<file path="config.mk">
export PLATFORM = sky130hd
export DESIGN_NAME = float_div_16bit_flat
export DESIGN_NICKNAME = d
export VERILOG_FILES = /design/src/rtl/float_div_16bit_if.sv /design/src/rtl/float_div_16bit.sv /design/src/flat_wrapper.sv
export SDC_FILE = /design/constraint.sdc
export NUM_CORES = 1
export LEC_CHECK = 0
export CORE_ASPECT_RATIO = 1.4
export CORE_MARGIN = 4
export CORE_UTILIZATION = 53
export DETAILED_ROUTE_END_ITERATION = 6
export PLACE_DENSITY_LB_ADDON = 0.15
export SYNTH_ARGS = -nofsm -noshare
export SYNTH_HDL_FRONTEND = slang
export SYNTH_SLANG_ARGS = --single-unit
</file>
<file path="constraint.sdc">
create_clock -name CLK -period 3.39 [get_ports CLK]
set_input_delay 0.339 -clock CLK [delete_from_list [all_inputs] [get_ports CLK]]
set_output_delay 0.339 -clock CLK [all_outputs]
set_load 0.03 [all_outputs]
</file>
<file path="src/rtl/float_div_16bit_if.sv">
// Half-precision format package and divider handshake interface.
//   fpu_types_pkg      : binary16 field widths and the packed half_float_t payload.
//   float_div_16bit_if : start/operands from the requester (master),
//                        busy/done/quotient/flags from the divider (slave).
package fpu_types_pkg;
  localparam int unsigned HALF_FLOAT_W    = 16;
  localparam int unsigned HALF_EXPONENT_W = 5;
  localparam int unsigned HALF_FRACTION_W = 10;

  typedef struct packed {
    logic                       sign;
    logic [HALF_EXPONENT_W-1:0] exponent;
    logic [HALF_FRACTION_W-1:0] fraction;
  } half_float_t;
endpackage

interface float_div_16bit_if;
  import fpu_types_pkg::*;

  logic        start;
  half_float_t float1;
  half_float_t float2;
  logic        busy;
  logic        done;
  half_float_t quotient;
  logic        div_by_zero;
  logic        invalid;

  modport master (
    output start, float1, float2,
    input  busy, done, quotient, div_by_zero, invalid
  );

  modport slave (
    input  start, float1, float2,
    output busy, done, quotient, div_by_zero, invalid
  );
endinterface

</file>
<file path="src/rtl/float_div_16bit.sv">
// Iterative binary16 divider: radix-2 restoring mantissa division, 13 iterations,
// round-to-nearest-even, one-cycle done pulse.
// Ports:
//   CLK   : clock, rising edge
//   nRST  : synchronous active-low reset
//   bus   : float_div_16bit_if.slave (start, float1, float2 in;
//           busy, done, quotient, div_by_zero, invalid out, all registered)
// Configuration macro: FPU_DIV_SUBNORMAL_EN
//   defined   : subnormal operands are normalized, subnormal results produced
//   undefined : subnormal operands read as zero, results with e <= 0 flush to +0
module float_div_16bit
  import fpu_types_pkg::*;
(
  input  logic              CLK,
  input  logic              nRST,
  float_div_16bit_if.slave  bus
);

  localparam int unsigned MANT_W = HALF_FRACTION_W + 1;  // hidden bit + fraction
  localparam int unsigned REM_W  = MANT_W + 1;           // partial remainder
  localparam int unsigned QUO_W  = MANT_W + 2;           // quotient + guard + round
  localparam int unsigned EXP_W  = 7;                    // signed working exponent
  localparam int unsigned CNT_W  = 4;

  localparam logic [CNT_W-1:0]           LAST_ITER = CNT_W'(QUO_W - 1);
  localparam logic [EXP_W-1:0]           BIAS      = EXP_W'(15);
  localparam logic [HALF_EXPONENT_W-1:0] EXP_MAX   = '1;
  localparam logic [HALF_FLOAT_W-1:0]    QNAN      = 16'hFFFF;

  typedef enum logic [2:0] {
    S_IDLE,
    S_PREP,
    S_DIVIDE,
    S_NORM,
    S_DONE
  } state_t;

  typedef struct packed {
    logic [MANT_W-1:0] mant;
    logic [EXP_W-1:0]  exp;   // two's complement effective exponent
  } op_norm_t;

  // Restore the hidden bit; left-justify subnormals with exponent 1-lz.
  function automatic op_norm_t normalize(input half_float_t f);
    op_norm_t res;
`ifdef FPU_DIV_SUBNORMAL_EN
    logic [3:0] lz;
`endif
    res.mant = {1'b1, f.fraction};
    res.exp  = EXP_W'(f.exponent);
`ifdef FPU_DIV_SUBNORMAL_EN
    if (f.exponent == '0) begin
      lz = '0;
      for (int i = 0; i < int'(HALF_FRACTION_W); i++) begin
        if (f.fraction[i]) lz = 4'(int'(HALF_FRACTION_W) - i);
      end
      res.mant = MANT_W'({1'b0, f.fraction} << lz);
      res.exp  = EXP_W'(1) - EXP_W'(lz);
    end
`endif
    return res;
  endfunction

  state_t                    r_state;
  logic [CNT_W-1:0]          r_cnt;
  half_float_t               r_a;
  half_float_t               r_b;
  logic                      r_sign;
  logic signed [EXP_W-1:0]   r_exp;
  logic [REM_W-1:0]          r_rem;
  logic [MANT_W-1:0]         r_m2;
  logic [QUO_W-1:0]          r_quo;
  half_float_t               r_res;
  logic                      r_res_dz;
  logic                      r_res_inv;
  logic                      r_busy;
  logic                      r_done;
  half_float_t               r_quotient;
  logic                      r_div_by_zero;
  logic                      r_invalid;

  // Operand classification.
  logic w_a_nan, w_a_inf, w_a_zero;
  logic w_b_nan, w_b_inf, w_b_zero;
  logic w_sign;

  always_comb begin
    w_sign  = r_a.sign ^ r_b.sign;
    w_a_nan = (r_a.exponent == EXP_MAX) && (r_a.fraction != '0);
    w_a_inf = (r_a.exponent == EXP_MAX) && (r_a.fraction == '0);
    w_b_nan = (r_b.exponent == EXP_MAX) && (r_b.fraction != '0);
    w_b_inf = (r_b.exponent == EXP_MAX) && (r_b.fraction == '0);
`ifdef FPU_DIV_SUBNORMAL_EN
    w_a_zero = (r_a.exponent == '0) && (r_a.fraction == '0);
    w_b_zero = (r_b.exponent == '0) && (r_b.fraction == '0);
`else
    w_a_zero = (r_a.exponent == '0);
    w_b_zero = (r_b.exponent == '0);
`endif
  end

  // Special-operand result, checked in priority order.
  logic        w_special;
  half_float_t w_spec_res;
  logic        w_spec_dz;
  logic        w_spec_inv;

  always_comb begin
    w_special  = 1'b1;
    w_spec_res = '0;
    w_spec_dz  = 1'b0;
    w_spec_inv = 1'b0;
    if (w_a_nan || w_b_nan) begin
      w_spec_res = QNAN;
      w_spec_inv = 1'b1;
    end else if ((w_a_zero && w_b_zero) || (w_a_inf && w_b_inf)) begin
      w_spec_res = QNAN;
      w_spec_inv = 1'b1;
    end else if (w_b_zero && !w_a_inf) begin
      w_spec_res.sign     = w_sign;
      w_spec_res.exponent = EXP_MAX;
      w_spec_dz           = 1'b1;
    end else if (w_a_inf) begin
      w_spec_res.sign     = w_sign;
      w_spec_res.exponent = EXP_MAX;
    end else if (w_a_zero || w_b_inf) begin
      w_spec_res = '0;
    end else begin
      w_special = 1'b0;
    end
  end

  // Normal-path setup: pre-shift the dividend so the quotient lands in [1,2).
  op_norm_t          w_na;
  op_norm_t          w_nb;
  logic              w_lt;
  logic [EXP_W-1:0]  w_e_prep;
  logic [REM_W-1:0]  w_rem_init;

  always_comb begin
    w_na       = normalize(r_a);
    w_nb       = normalize(r_b);
    w_lt       = (w_na.mant < w_nb.mant);
    w_e_prep   = w_na.exp - w_nb.exp + BIAS - EXP_W'(w_lt);
    w_rem_init = w_lt ? {w_na.mant, 1'b0} : {1'b0, w_na.mant};
  end

  // One restoring-division step.
  logic [REM_W:0]   w_diff;
  logic             w_ge;
  logic [REM_W-1:0] w_rem_next;

  always_comb begin
    w_diff     = {1'b0, r_rem} - {2'b0, r_m2};
    w_ge       = ~w_diff[REM_W];
    w_rem_next = w_ge ? REM_W'({w_diff[REM_W-1:0], 1'b0}) : REM_W'({r_rem, 1'b0});
  end

  // Denormalize, round to nearest even, and pack the final result.
  logic                    w_sub;
  logic                    w_flush;
  logic [QUO_W-1:0]        w_shq;
  logic                    w_lost;
  logic                    w_sticky;
  logic                    w_inc;
  logic [REM_W-1:0]        w_sum;
  logic signed [EXP_W-1:0] w_e_fin;
  half_float_t             w_norm_res;
`ifdef FPU_DIV_SUBNORMAL_EN
  logic [EXP_W-1:0]        w_shift;
`endif

  always_comb begin
    w_sub   = (r_exp <= 7'sd0);
    w_flush = 1'b0;
    w_shq   = r_quo;
    w_lost  = 1'b0;
`ifdef FPU_DIV_SUBNORMAL_EN
    w_shift = EXP_W'(7'sd1 - r_exp);
    if (w_sub) begin
      if (w_shift > EXP_W'(QUO_W - 1)) begin
        w_flush = 1'b1;
      end else begin
        w_shq  = r_quo >> w_shift[3:0];
        w_lost = |(r_quo & ~({QUO_W{1'b1}} << w_shift[3:0]));
      end
    end
`else
    w_flush = w_sub;
`endif
    w_sticky = (r_rem != '0) || w_lost;
    w_inc    = w_shq[1] & (w_shq[0] | w_sticky | w_shq[2]);
    w_sum    = {1'b0, w_shq[QUO_W-1:2]} + REM_W'(w_inc);
    w_e_fin  = r_exp + $signed(EXP_W'(w_sum[REM_W-1]));

    w_norm_res = '0;
    if (w_flush) begin
      w_norm_res = '0;
    end else if (w_sub) begin
      // Carry into bit 10 turns a subnormal into the smallest normal naturally.
      if (w_sum[MANT_W-1:0] != '0)
        w_norm_res = {w_sign_r(r_sign), 4'b0, w_sum[MANT_W-1:0]};
    end else if (w_e_fin >= 7'sd31) begin
      w_norm_res.sign     = r_sign;
      w_norm_res.exponent = EXP_MAX;
    end else begin
      w_norm_res.sign     = r_sign;
      w_norm_res.exponent = w_e_fin[HALF_EXPONENT_W-1:0];
      w_norm_res.fraction = w_sum[REM_W-1] ? w_sum[MANT_W-1:1] : w_sum[HALF_FRACTION_W-1:0];
    end
  end

  function automatic logic w_sign_r(input logic s);
    return s;
  endfunction

  // Control FSM and all registered state.
  always_ff @(posedge CLK) begin
    if (!nRST) begin
      r_state       <= S_IDLE;
      r_cnt         <= '0;
      r_a           <= '0;
      r_b           <= '0;
      r_sign        <= 1'b0;
      r_exp         <= '0;
      r_rem         <= '0;
      r_m2          <= '0;
      r_quo         <= '0;
      r_res         <= '0;
      r_res_dz      <= 1'b0;
      r_res_inv     <= 1'b0;
      r_busy        <= 1'b0;
      r_done        <= 1'b0;
      r_quotient    <= '0;
      r_div_by_zero <= 1'b0;
      r_invalid     <= 1'b0;
    end else begin
      r_done <= 1'b0;
      case (r_state)
        S_IDLE: begin
          if (bus.start) begin
            r_a           <= bus.float1;
            r_b           <= bus.float2;
            r_busy        <= 1'b1;
            r_div_by_zero <= 1'b0;
            r_invalid     <= 1'b0;
            r_state       <= S_PREP;
          end else begin
            r_busy <= 1'b0;
          end
        end
        S_PREP: begin
          r_sign <= w_sign;
          if (w_special) begin
            r_res     <= w_spec_res;
            r_res_dz  <= w_spec_dz;
            r_res_inv <= w_spec_inv;
            r_state   <= S_DONE;
          end else begin
            r_res_dz  <= 1'b0;
            r_res_inv <= 1'b0;
            r_exp     <= $signed(w_e_prep);
            r_rem     <= w_rem_init;
            r_m2      <= w_nb.mant;
            r_quo     <= '0;
            r_cnt     <= '0;
            r_state   <= S_DIVIDE;
          end
        end
        S_DIVIDE: begin
          r_rem <= w_rem_next;
          r_quo <= {r_quo[QUO_W-2:0], w_ge};
          if (r_cnt == LAST_ITER) begin
            r_cnt   <= '0;
            r_state <= S_NORM;
          end else begin
            r_cnt <= r_cnt + CNT_W'(1);
          end
        end
        S_NORM: begin
          r_res   <= w_norm_res;
          r_state <= S_DONE;
        end
        S_DONE: begin
          r_done        <= 1'b1;
          r_quotient    <= r_res;
          r_div_by_zero <= r_res_dz;
          r_invalid     <= r_res_inv;
          r_state       <= S_IDLE;
        end
        default: r_state <= S_IDLE;
      endcase
    end
  end

  assign bus.busy        = r_busy;
  assign bus.done        = r_done;
  assign bus.quotient    = r_quotient;
  assign bus.div_by_zero = r_div_by_zero;
  assign bus.invalid     = r_invalid;

endmodule
</file>
<file path="src/flat_wrapper.sv">
// flat-port wrapper written by rule: the top's interface ports become plain ports
module float_div_16bit_flat import fpu_types_pkg::*;
  (CLK, nRST, bus_start, bus_float1, bus_float2, bus_busy, bus_done, bus_quotient, bus_div_by_zero, bus_invalid);
  float_div_16bit_if bus_i ();
  input  logic CLK;
  input  logic nRST;
  input wire logic [$bits(bus_i.start)-1:0] bus_start;
  input wire logic [$bits(bus_i.float1)-1:0] bus_float1;
  input wire logic [$bits(bus_i.float2)-1:0] bus_float2;
  output wire logic [$bits(bus_i.busy)-1:0] bus_busy;
  output wire logic [$bits(bus_i.done)-1:0] bus_done;
  output wire logic [$bits(bus_i.quotient)-1:0] bus_quotient;
  output wire logic [$bits(bus_i.div_by_zero)-1:0] bus_div_by_zero;
  output wire logic [$bits(bus_i.invalid)-1:0] bus_invalid;
  assign bus_i.start = bus_start;
  assign bus_i.float1 = bus_float1;
  assign bus_i.float2 = bus_float2;
  assign bus_busy = bus_i.busy;
  assign bus_done = bus_i.done;
  assign bus_quotient = bus_i.quotient;
  assign bus_div_by_zero = bus_i.div_by_zero;
  assign bus_invalid = bus_i.invalid;
  float_div_16bit u_core (.CLK(CLK), .nRST(nRST), .bus(bus_i));
endmodule
</file>
==> results_dict.tcl <==
set metrics [dict create \
    placed_area_um2 7190 \
    cts_hold_buf 0 \
    critPathRequiredTime_ns 3.74 \
    design_area_um2 7820 \
    path_buf_inv 2 \
    dp_hpwl_mm 11.6 \
    dr.pass1.iters 5 \
    track_usage_pct 23.3 \
    peakVddDrop_uv 371 \
    power_leakage_nw 2.97 \
    status "finished, final reports clean" \
    fp-row-count 47 \
    floorplan.initialDensity_pct 54.8 \
    fillers 1030 \
    area_growth_pct 19.5 \
    drc 0 \
    setup_ws_ns 0.315 \
    layout_commonest_cell "nand2_1" \
    dieArea_um2 14200 \
    clock-sinks 121 \
    critPathArrivalTime_ns 3.42 \
    drv_slew 0 \
    ys.flop_type "dfxtp_1" \
    crit_chain "nand4_1 -> nor3_2 -> nand3_1 -> inv_1 -> ha_1 -> ha_1 -> and3_1 -> nand3_1 -> xnor2_2 -> o21ai_0 -> buf_4 -> nor3_1 -> o221a_2" \
    power.total_mw 4.80 \
    io_pins 55 \
    die_y_um 139 \
    wl_per_cell_um 16.2 \
    grt_pass1_wl_mm 26.6 \
    syn_nets 862 \
    die_w_um 102 \
    crit_slowest_cell "dfxtp_1" \
    syn_area_um2 6540 \
    stdcell_count 992 \
    whs_ns 0.458 \
    pre_cts_slack_ns 0.247 \
    setup_tns_ns 0 \
    cts_made_buffers 17 \
    layout-drive-gt1-share_pct 8.76 \
    core_um2 11900 \
    cts_buffer_depth 2 \
    gr-total-overflow 0 \
    num_antenna_cells 0 \
    tightest_slew_ns 0.619 \
    ys_ff_latch 121 \
    post-route-util_pct 65.5 \
    placed_cells 961 \
    dr.first_iter.drc_count 291 \
    min_period_over_period_pct 90.7 \
    syn_avg_cell_area_um2 8.29 \
    vias 5723 \
    cp_max_fo 7 \
    ys_types 68 \
    ant_nets 0 \
    period_needed_ns 3.08 \
    synthCells 789 \
    insertion_delay_ns 0.41 \
    critical_path.max_stage_delay_ns 0.46 \
    wirelength_mm 16.1 \
    cp-end-kind "register" \
    hp-class "reg -> reg" \
    setup_viol 0 \
    skew_ns 0.00982 \
    cpLargestDelayFamily "simple AND/OR/NAND/NOR gates" \
    fmax_mhz 325 \
    layout_common_cells "169 x nand2_1, 121 x dfxtp_1, 80 x a21boi_0, 53 x clkdlybuf4s50_1, 38 x nand3_1" \
    clk_pin_slew_ns 0.05 \
    cts_tree "done" \
    ys_warn_count 0 \
    drt-vias-per-instance 5.77 \
    p_per_area_nw_per_um2 614 \
    htreeDepth 4 \
    rsz0062_at_grt "false" \
    synthArstFlopShare_pct 0 \
    cap_violations 0 \
    clock-root-buffer "clkbuf_16" \
    crit_type "reg -> reg" \
    final_nets 906 \
    grt_max_degree 62 \
    slew_headroom_pct 58.8 \
    synth-edff-count 0 \
    antenna_found_initial 0 \
    finalHoldViolCount 0 \
    globalplace.congestion 0.941 \
    cts_setup_buffers 0 \
    grt_pass1_vias 5650 \
    yosysSeqAreaShare_pct 37.0 \
    cp-start-kind "register" \
    port_buffers 54 \
]
-- final timing paths --
kind	endpoint	slack [ns]	startpoint	depth (start not counted)
min reg2reg	u_core.bus.quotient[14]	0.46	u_core.r_res[14]	2
max	u_core.r_res[1]	0.31	u_core.r_quo[4]	13
max reg2reg	u_core.r_res[1]	0.31	u_core.r_quo[4]	13
min	u_core.bus.quotient[14]	0.46	u_core.r_res[14]	2
-- layout make-up --
type	instances	area [µm²]	area share [%]
Clock buffer	23	488	6.24
Inverter	37	139	1.78
Timing Repair Buffer	66	626	8.00
Clock inverter	8	118	1.50
Sequential cell	121	2420	31.0
Tap cell	147	184	2.35
Multi-Input combinational cell	590	3840	49.1
-- Yosys cell counts, types with 12 or more instances --
cell type  number  area [µm²]
nand2_1       169         634
dfxtp_1       121        2420
a21boi_0       80         601
nand3_1        38         190
inv_1          37         139
clkbuf_1       35         131
ha_1           35         438
o21ai_0        30         150
nor2_1         25        93.8
a21oi_1        24         120
and3_1         12        75.1
-- where the power goes --
| group | switching (mW) | internal (mW) | total, mW |
|---|---|---|---|
| logic | 0.729 | 0.581 | 1.31 |
| registers | 0.115 | 1.54 | 1.66 |
| clock network | 0.607 | 1.22 | 1.83 |
-- flip-flops by register name, indices dropped and copies added (netlist names), 3 cells and up --
register             count
u_core.bus.quotient     16
u_core.r_a              16
u_core.r_b              16
u_core.r_res            16
u_core.r_quo            13
u_core.r_rem            12
u_core.r_m2             11
u_core.r_exp             7
u_core.r_cnt             4
u_core.r_state           3
-- worst min-delay path, stage by stage, from the launching register on --
cell,delay (ns)
dfxtp_1,0.30
nand2_1,0.05
a21boi_0,0.06
-- what timing repair did --
| item | in CTS | in global routing |
|---|---|---|
| setup endpoints to repair | 0 | 9 |
| resized for setup | 0 | 3 |
| hold endpoints to repair | 0 | 0 |
-- cell families (layout without fill, tap and decap cells) --
group | count (synthesis) | in the layout | share of synthesized area [%]
AO/OA/AOI/OAI | 210 | 210 | 24.0
buffers and inverters | 78 | 134 | 4.63
adder cells (fa/ha/maj) | 38 | 38 | 7.61
flip-flops | 121 | 121 | 37.0
multiplexers | 11 | 11 | 1.93
XOR/XNOR | 20 | 20 | 2.68
AND/OR/NAND/NOR | 311 | 311 | 22.1
-- layer usage --
metal	part of all wire, %	GRT usage, %	vias up
li1	-	-	2855
met1	39	25.3	2692
met2	55	43.6	143
met3	3.5	3.86	33
met4	2.5	9.26	0
met5	0	0	-
No activity file was read; power rests on OpenSTA's default activity.
